==> src/rtl/rbus_pkg.sv <==
// Shared types for the ring switch-box word bus and the buffered entry format.
package rbus_pkg;

    typedef struct packed {
        logic [7:0]  hdr;
        logic [23:0] data;
    } rbus_word_t;

    typedef struct packed {
        logic       sof;
        logic       eof;
        rbus_word_t bus;
    } rbus_ent_t;

endpackage

==> src/rtl/rsbus_branch_r2d_rx.sv <==
// Store-and-forward receive buffer for the slice switch-box r2d branch: staging word, FIFO, credit readiness.
// Optional frame protocol checker compiled in with RSBUS_R2D_RX_FRAME_CHECK_EN.
module rsbus_branch_r2d_rx
    import rbus_pkg::*;
#(
    parameter int unsigned DEPTH     = 32,
    parameter int unsigned FRAME_MAX = 9
) (
    input  logic       clk,
    input  logic       rst,
    input  logic       i_stb,
    input  logic       i_sof,
    input  rbus_word_t i_bus,
    output logic [1:0] i_rdy,
    output logic       o_vld,
    output logic       o_sof,
    output logic       o_eof,
    output rbus_word_t o_bus,
    input  logic       o_rd,
    output logic       ff_err
);

    localparam int unsigned AW = $clog2(DEPTH);
    localparam int unsigned PW = AW + 1;
    localparam int unsigned CW = PW + 1;

    typedef enum logic {ST_PASS, ST_DROP} state_t;

    state_t           state_q, state_d;
    logic             stage_vld_q;
    logic             stage_sof_q;
    rbus_word_t       stage_bus_q;
    logic [PW-1:0]    wptr_q, wptr_d, rptr_q, rptr_d;
    logic [PW-1:0]    fcnt_q, fcnt_d;
    logic [1:0]       rdy_q, rdy_d;
    logic             err_q;
    rbus_ent_t        mem_q [DEPTH];

    logic             eof_c, full, pop, wr_en, ovf_err, chk_err;
    logic [PW-1:0]    used;
    logic [CW-1:0]    occ;
    rbus_ent_t        head, wr_ent;

    // A staged word closes its frame when the next cycle is idle or starts a new frame.
    assign eof_c  = !i_stb || i_sof;
    assign full   = (wptr_q[AW] != rptr_q[AW]) && (wptr_q[AW-1:0] == rptr_q[AW-1:0]);
    assign head   = mem_q[rptr_q[AW-1:0]];
    assign o_vld  = (fcnt_q != '0);
    assign pop    = o_rd && o_vld;
    assign used   = wptr_q - rptr_q;
    assign occ    = CW'(used) + CW'(stage_vld_q);

    assign wr_ent.sof = stage_sof_q;
    assign wr_ent.eof = eof_c;
    assign wr_ent.bus = stage_bus_q;

    assign o_sof  = o_vld && head.sof;
    assign o_eof  = o_vld && head.eof;
    assign o_bus  = o_vld ? head.bus : '0;
    assign i_rdy  = rdy_q;
    assign ff_err = err_q;

    // Write / drop decision for the staged word; a full FIFO with a same-cycle pop still accepts.
    always_comb begin
        state_d = state_q;
        wr_en   = 1'b0;
        ovf_err = 1'b0;
        if (stage_vld_q) begin
            if (state_q == ST_DROP && !stage_sof_q) begin
                state_d = eof_c ? ST_PASS : ST_DROP;
            end else if (full && !pop) begin
                state_d = eof_c ? ST_PASS : ST_DROP;
                ovf_err = 1'b1;
            end else begin
                wr_en   = 1'b1;
                state_d = ST_PASS;
            end
        end
    end

    always_comb begin
        wptr_d = wptr_q + PW'(wr_en);
        rptr_d = rptr_q + PW'(pop);
        fcnt_d = fcnt_q + PW'(wr_en && eof_c) - PW'(pop && head.eof);
        rdy_d  = {occ <= CW'(DEPTH - 2 * FRAME_MAX), occ <= CW'(DEPTH - FRAME_MAX)};
    end

    always_ff @(posedge clk or negedge rst) begin
        if (!rst) begin
            state_q     <= ST_PASS;
            stage_vld_q <= 1'b0;
            stage_sof_q <= 1'b0;
            stage_bus_q <= '0;
            wptr_q      <= '0;
            rptr_q      <= '0;
            fcnt_q      <= '0;
            rdy_q       <= 2'b00;
            err_q       <= 1'b0;
        end else begin
            state_q     <= state_d;
            stage_vld_q <= i_stb;
            if (i_stb) begin
                stage_sof_q <= i_sof;
                stage_bus_q <= i_bus;
            end
            wptr_q      <= wptr_d;
            rptr_q      <= rptr_d;
            fcnt_q      <= fcnt_d;
            rdy_q       <= rdy_d;
            err_q       <= err_q || ovf_err || chk_err;
        end
    end

    always_ff @(posedge clk) begin
        if (wr_en) begin
            mem_q[wptr_q[AW-1:0]] <= wr_ent;
        end
    end

`ifdef RSBUS_R2D_RX_FRAME_CHECK_EN
    localparam int unsigned LW = $clog2(FRAME_MAX + 2);

    logic          prev_stb_q;
    logic [LW-1:0] len_q, len_d;

    // Input-side frame checker: missing sof after idle, or length beyond FRAME_MAX (saturating count).
    always_comb begin
        len_d   = len_q;
        chk_err = 1'b0;
        if (i_stb) begin
            if (i_sof || !prev_stb_q) begin
                len_d = LW'(1);
            end else if (len_q <= LW'(FRAME_MAX)) begin
                len_d = len_q + LW'(1);
            end
            chk_err = (!i_sof && !prev_stb_q) || (len_d > LW'(FRAME_MAX));
        end
    end

    always_ff @(posedge clk or negedge rst) begin
        if (!rst) begin
            prev_stb_q <= 1'b0;
            len_q      <= '0;
        end else begin
            prev_stb_q <= i_stb;
            len_q      <= len_d;
        end
    end
`else
    assign chk_err = 1'b0;
`endif

endmodule

==> config.mk <==
export PLATFORM = sky130hd
export DESIGN_NAME = rsbus_branch_r2d_rx
export DESIGN_NICKNAME = d
export VERILOG_FILES = /design/src/rtl/rbus_pkg.sv /design/src/rtl/rsbus_branch_r2d_rx.sv
export SDC_FILE = /design/constraint.sdc
export NUM_CORES = 1
export LEC_CHECK = 0
export BUFFER_PORTS_ARGS = -buffer_cell sky130_fd_sc_hd__buf_2
export CORE_UTILIZATION = 35
export CTS_CLUSTER_DIAMETER = 200
export DETAILED_ROUTE_END_ITERATION = 8
export SYNTH_ARGS = -nofsm -noshare
export SYNTH_HDL_FRONTEND = slang
export SYNTH_SLANG_ARGS = --single-unit
==> constraint.sdc <==
create_clock -name clk -period 4.25 [get_ports clk]
set_input_delay 0 -clock clk [delete_from_list [all_inputs] [get_ports clk]]
set_output_delay 0 -clock clk [all_outputs]
set_load 0.01 [all_outputs]
# ---- Yosys cells after proc, flatten, opt, wreduce, memory -nomap -nowiden
# Memories as Yosys holds them, arrays and structs flattened.
# Index checks and enable logic that the tools add are counted.
dict set report word_totals {
  ff_bits 56
  ramBits 1088
  input_bits 37
  output_inout_bits 38
  mem_count 1
}
# name depth word_bits rd rd_ports_with_merged_regs wr line
set mem_list {}
lappend mem_list {mem_q 32 34 1 0 1 rsbus_branch_r2d_rx.sv:37} ;# rbus_ent_t mem_q [DEPTH];
dict set report op_classes {
  n_addsub 6
  order_cmp 2
  eq_ne 2
  muxes 12
  n_reduce_logical 14
}
# op n
set op_table {}
lappend op_table {{two-way mux 32 bit} 1}
lappend op_table {{adder 6 x 1 -> 6 bit} 3}
lappend op_table {{two-way mux 1 bit} 11}
lappend op_table {{logical AND 1 bit} 8}
lappend op_table {{adder 6 x 1 -> 7 bit} 1}
lappend op_table {{<= comparator 7 x 4 -> 1 bit, second input constant} 1}
lappend op_table {{<= comparator 7 x 5 -> 1 bit, second input constant} 1}
lappend op_table {{nonzero test 6 bit} 1}
lappend op_table {{subtractor 6 x 1 -> 6 bit} 1}
lappend op_table {{subtractor 6 bit} 1}
lappend op_table {{equality test 5 bit} 1}
lappend op_table {{logical NOT 1 bit} 3}
lappend op_table {{logical OR 1 bit} 2}
lappend op_table {{!= test 1 bit} 1}

# ---- Depth between registers and ports, before layout
dict set report depth {
  depth_word 10
  ltp_mapped 17
  mapped_depth_nobuf 15
}

# ---- Worst setup path before layout
# Ideal clock, no wire load.
dict set report synth_path {
  path_kind {register to register}
  start {reg rptr_q[3]}
  end {mem mem_q[30][0] (netlist bit), enable pin}
  setup_ns 0.425
  arrival_time_ns 3.726
  required_time_ns 3.825
  slack_ns 0.099
  stages_incl_launch_ff 11
  synth_period_minus_slack_ns 4.151
  path_cell_list {dfrtp_1 > clkbuf_1 > clkinv_1 > buf_2 > ha_1 > and4_1 > nand4_1 > nor2b_1 > clkbuf_1 > nand3_1 > nor2_1}
}
dict set report synth_via {
  elab_chain_len 8
}
# element line
set synth_rtl {}
lappend synth_rtl {{from (decl)} rsbus_branch_r2d_rx.sv:33} ;# logic [PW-1:0] wptr_q, wptr_d, rptr_q, rptr_d;
lappend synth_rtl {{from (signal assigned)} rsbus_branch_r2d_rx.sv:107} ;# rptr_q <= rptr_d;
lappend synth_rtl {{equality test 5 bit} rsbus_branch_r2d_rx.sv:46} ;# assign full = (wptr_q[AW] != rptr_q[AW]) && (wptr_q[AW-1:0] == rptr_q[AW-1:0]);
lappend synth_rtl {{logical AND 1 bit} rsbus_branch_r2d_rx.sv:46}
lappend synth_rtl {{logical AND 1 bit} rsbus_branch_r2d_rx.sv:71} ;# end else if (full && !pop) begin
lappend synth_rtl {{two-way mux 1 bit} rsbus_branch_r2d_rx.sv:71}
lappend synth_rtl {{two-way mux 1 bit} rsbus_branch_r2d_rx.sv:69} ;# if (state_q == ST_DROP && !stage_sof_q) begin
lappend synth_rtl {{two-way mux 1 bit} rsbus_branch_r2d_rx.sv:68} ;# if (stage_vld_q) begin
lappend synth_rtl {{two-way mux 1 bit} rsbus_branch_r2d_rx.sv:115} ;# if (wr_en) begin
lappend synth_rtl {{two-way mux 1 bit (implied by the code)} rsbus_branch_r2d_rx.sv:116} ;# mem_q[wptr_q[AW-1:0]] <= wr_ent;
lappend synth_rtl {{to (decl)} rsbus_branch_r2d_rx.sv:37}
# Every way passes these cells.

==> summary.txt <==
STA
  • Final Setup Violations: 0
  • Fin Setup TNS: 0 ns
  • Layout Skew: 0.0219 ns
  • Final Slew Violations: 0
  • Final hold violation count: 0
  • Slew headroom: 0.187
  • Worst Max-Slew Pin Slew: 1.22 ns
  • Fmax: between 200 and 300 MHz
  • Final setup margin: approximately 0.35 ns
  • Min Clock Period, post-route: 3.90 ns
  • RSZ-0062 raised after global routing: no
  • Period utilisation layout: 0.918

Synthesis
  • Ys async rst share: 0.0490
  • Post-synth top area cell: edfxtp_1
  • Post-synthesis compound-gate area fraction: 0.0400
  • Synth Register Bits: 1144
  • Synth Flop Type: edfxtp_1
  • Cells after Synth: approximately 2200
  • Unique cell type count in the Yosys netlist: 52
  • Synth top area cells: edfxtp_1 73%, mux4_2 9.5%, mux2i_1 3.9%
  • Largest family of logic cells by synthesized area: multiplexers
  • Post-synth top area share: 0.732
  • Synthesized area per cell: 20.2 µm²
  • Adder-cell share of the synthesized area: 0.00622
  • Syn_nets: 2266
  • Sequential area share after synthesis: 0.763
  • Synth Warn #: 0
  • Post-synth EDFFs: 1088
  • Post-synthesis cell area: 0.0446 mm²
  • Post-synthesis mux area share: 0.150
  • Synth Area in Simple Gates: 0.0188
  • Xor-xnor portion of the synthesized cell area: 0.00353

Critical path
  • Arr. time, crit path: 3.90 ns
  • Crit Path Class: flip-flop to output pin
  • Critical Path Fanout Max: 56
  • Crit path from: rptr_q[2]$_DFF_PN0_
  • CP endpoint: o_bus[30]
  • Reg2reg path depth: 12
  • Crit start category: flip-flop
  • RR Startpoint: rptr_q[0]$_DFF_PN0_
  • Reg2reg end: fcnt_q[4]$_DFF_PN0_
  • Setup crit end kind: output pin
  • R2R Setup Slk: 0.78 ns
  • Req. time, crit path: 4.25 ns

Finish
  • Area Overhead vs Synth: 15.6%
  • Final net count: 2464
  • Fin cells: 4150
  • Layout cells sized above 1: 0.250
  • Filler instances: between 10000 and 15000
  • Finished Core Util: 0.409
  • Inserted Diodes: 0

Die
  • Area of the core: between 0.1 and 0.15 mm²
  • Initial core utilization: 0.354
  • IO Pins: 75
  • Site row count: 130
  • Die ar.: 0.129 mm²
  • Die Span Y: 359 µm
  • Die Wd: 359 µm

Power
  • Maximum vdd drop: 0.487 mV
  • Total Power: 34.7 mW
  • Pwr per Cell Area: roughly 670 mW/mm²
  • Static leakage: 16.9 nW

Clock tree
  • Clk root buf: clkbuf_16
  • Sink Count: around 1100
  • CTS max path bufs: 3
  • Post-CTS Setup Inserts: 0
  • Worst-Skew Late Latency: 0.71 ns
  • Total CTS buffers: 109
  • Clock slew at reported path FFs: around 0.06 ns
  • CTS tree: done
  • H-tree Lvls: 3

Status
  • Outcome: complete, no violations

Route
  • Vias per cell: 5.47
  • Post-DRT Antenna Nets: 0
  • Routed Wire Length: 115000 µm
  • Via count: 22710
  • Routed WL per cell: 27.7 µm
  • Iteration-0 DRC Markers: approximately 2500
  • Post-route DRC: 0
  • DR pass1 iterations: 5

Hold path
  • Hold WC Path Type: primary input to flip-flop

Placement
  • Final HPWL from detailed placement: between 60000 and 70000 µm
  • Gp weighted congestion: between 0.7 and 0.8
  • Pre-CTS setup slack: 0.808 ns
  • Placed Cells incl. Taps: a little under 4000
  • Buffers on Ports: 74

GRT
  • Largest net degree at the start of global routing: 122
  • Gr ovfl total: 0
  • Tot GR Track Use: 0.177
  • Number of global-route vias before repair: about 23000
  • Initial antenna violation count: 1
  • First-pass GRT wire length: 165000 µm

Job
  • Max Cap Viol: 0
==> cell type report <==
type | instances | area, µm² | area share
Inverter | 17 | 66.3 | 0.00129
Tap cell | 1650 | 2060 | 0.0400
Timing Repair Buffer | 211 | 1700 | 0.0329
Sequential cell | 1144 | 34100 | 0.661
Multi-Input combinational cell | 923 | 10000 | 0.194
Clock inverter | 70 | 776 | 0.0150
Clock buffer | 135 | 2880 | 0.0557
==> placed cells by master, fill, tap and decap left out, types with 6 or more instances in the layout <==
| master | netlist | final |
|---|---|---|
| nand3_1 | 14 | 12 |
| clkinv_2 | 0 | 24 |
| buf_4 | 14 | 79 |
| mux2i_1 | 172 | 172 |
| clkinv_1 | 1 | 18 |
| mux4_2 | 188 | 188 |
| clkinvlp_4 | 0 | 7 |
| bufinv_16 | 0 | 14 |
| nor2_4 | 0 | 32 |
| a21oi_1 | 90 | 90 |
| nor3_1 | 18 | 18 |
| o21ai_0 | 68 | 68 |
| nor2_1 | 38 | 6 |
| buf_12 | 1 | 12 |
| clkbuf_16 | 0 | 110 |
| inv_1 | 15 | 14 |
| xor2_1 | 10 | 10 |
| and3_1 | 19 | 19 |
| dlygate4sd3_1 | 0 | 44 |
| o311a_1 | 17 | 17 |
| nand2_1 | 75 | 75 |
| o221ai_1 | 51 | 51 |
| dfrtp_1 | 56 | 51 |
| o22ai_1 | 17 | 17 |
| a32oi_1 | 17 | 17 |
| mux2_1 | 9 | 9 |
| buf_2 | 20 | 74 |
| edfxtp_1 | 1088 | 1088 |
| clkbuf_1 | 59 | 21 |
| mux2_2 | 57 | 57 |
| ha_1 | 19 | 19 |
| xnor2_1 | 8 | 8 |
==> worst max-delay path, stage by stage, from the launching register on <==
cell     delay, ns
dfrtp_4       0.53
buf_4         0.73
buf_4         0.66
mux4_2        0.34
nand2_1       0.07
a32oi_1       0.23
and3_1        0.36
buf_2         0.20
==> synth_stat cells (4+ instances only) <==
| cell type | n |
|---|---|
| a21oi_1 | 90 |
| a32oi_1 | 17 |
| and3_1 | 19 |
| buf_1 | 6 |
| buf_2 | 20 |
| buf_4 | 14 |
| buf_6 | 24 |
| clkbuf_1 | 59 |
| dfrtp_1 | 56 |
| edfxtp_1 | 1088 |
| ha_1 | 19 |
| inv_1 | 15 |
| mux2_1 | 9 |
| mux2_2 | 57 |
| mux2i_1 | 172 |
| mux4_2 | 188 |
| nand2_1 | 75 |
| nand3_1 | 14 |
| nand3b_1 | 5 |
| nor2_1 | 38 |
| nor2b_1 | 4 |
| nor3_1 | 18 |
| o21ai_0 | 68 |
| o221ai_1 | 51 |
| o22ai_1 | 17 |
| o311a_1 | 17 |
| xnor2_1 | 8 |
| xor2_1 | 10 |
==> timing repair <==
item	4_1_cts	5_1_grt
resized for setup	0	1
hold buffers	44	0
setup endpoints to repair	0	4
hold endpoints to repair	126	0
==> how the worst min path moves through the flow <==
stage	start	endpoint	slack (ns)	cells after the start
final	i_bus[19]	stage_bus_q[19]$_DFFE_PN0P_	0.06	3
after global routing	i_bus[10]	stage_bus_q[10]$_DFFE_PN0P_	0.05	3
after CTS	i_bus[19]	stage_bus_q[19]$_DFFE_PN0P_	0.02	3
after detailed placement	rst	stage_bus_q[11]$_DFFE_PN0P_	0.006	1
after global placement	rst	stage_bus_q[17]$_DFFE_PN0P_	-0.007	1
after floorplan	rst	fcnt_q[0]$_DFF_PN0_	-0.30	0
==> cell families after synthesis <==
family,Yosys count
and+or+nand+nor,183
DFF,1144
xor gates and xnor gates,18
adders and majority gates,21
buffers and inverters,141
AOI/OAI and AO/OA,275
muxes,426
==> metal layers <==
| layer | track usage | part of all wire |
|---|---|---|
| met1 | 0.244 | 0.42 |
| met2 | 0.285 | 0.48 |
| met3 | 0.0352 | 0.073 |
| met4 | 0.0465 | 0.024 |
| met5 | 0 | 0 |
==> power breakdown <==
part / internal [mW] / total (mW) / leakage (nW) / switching [mW]
clock network: 5.68 / 9.92 / 1.78 / 4.24
logic: 4.25 / 10.7 / 4.61 / 6.48
registers: 13.4 / 14.0 / 10.5 / 0.650
total: 23.3 / 34.7 / 16.9 / 11.4
==> metrics by stage <==
| stage | cell area, µm² | hold slack (ns) |
|---|---|---|
| 2_1_floorplan | 44600 | -0.296 |
| 3_3_place_gp | 47500 | -0.00670 |
| 3_5_place_dp | 47500 | 0.00623 |
| 4_1_cts | 51600 | 0.0228 |
| 5_1_grt | 51600 | 0.0492 |
| 6_report | 51600 | 0.0603 |
==> state kept, by name (all words and copies together) (netlist names) <==
signal       count
stage_bus_q     32
stage_sof_q      1
state_q          1
wptr_q           6
fcnt_q           6
rptr_q           6
i_rdy            2
mem_q         1088
stage_vld_q      1
ff_err           1
Power figures use the tool's default switching activity.
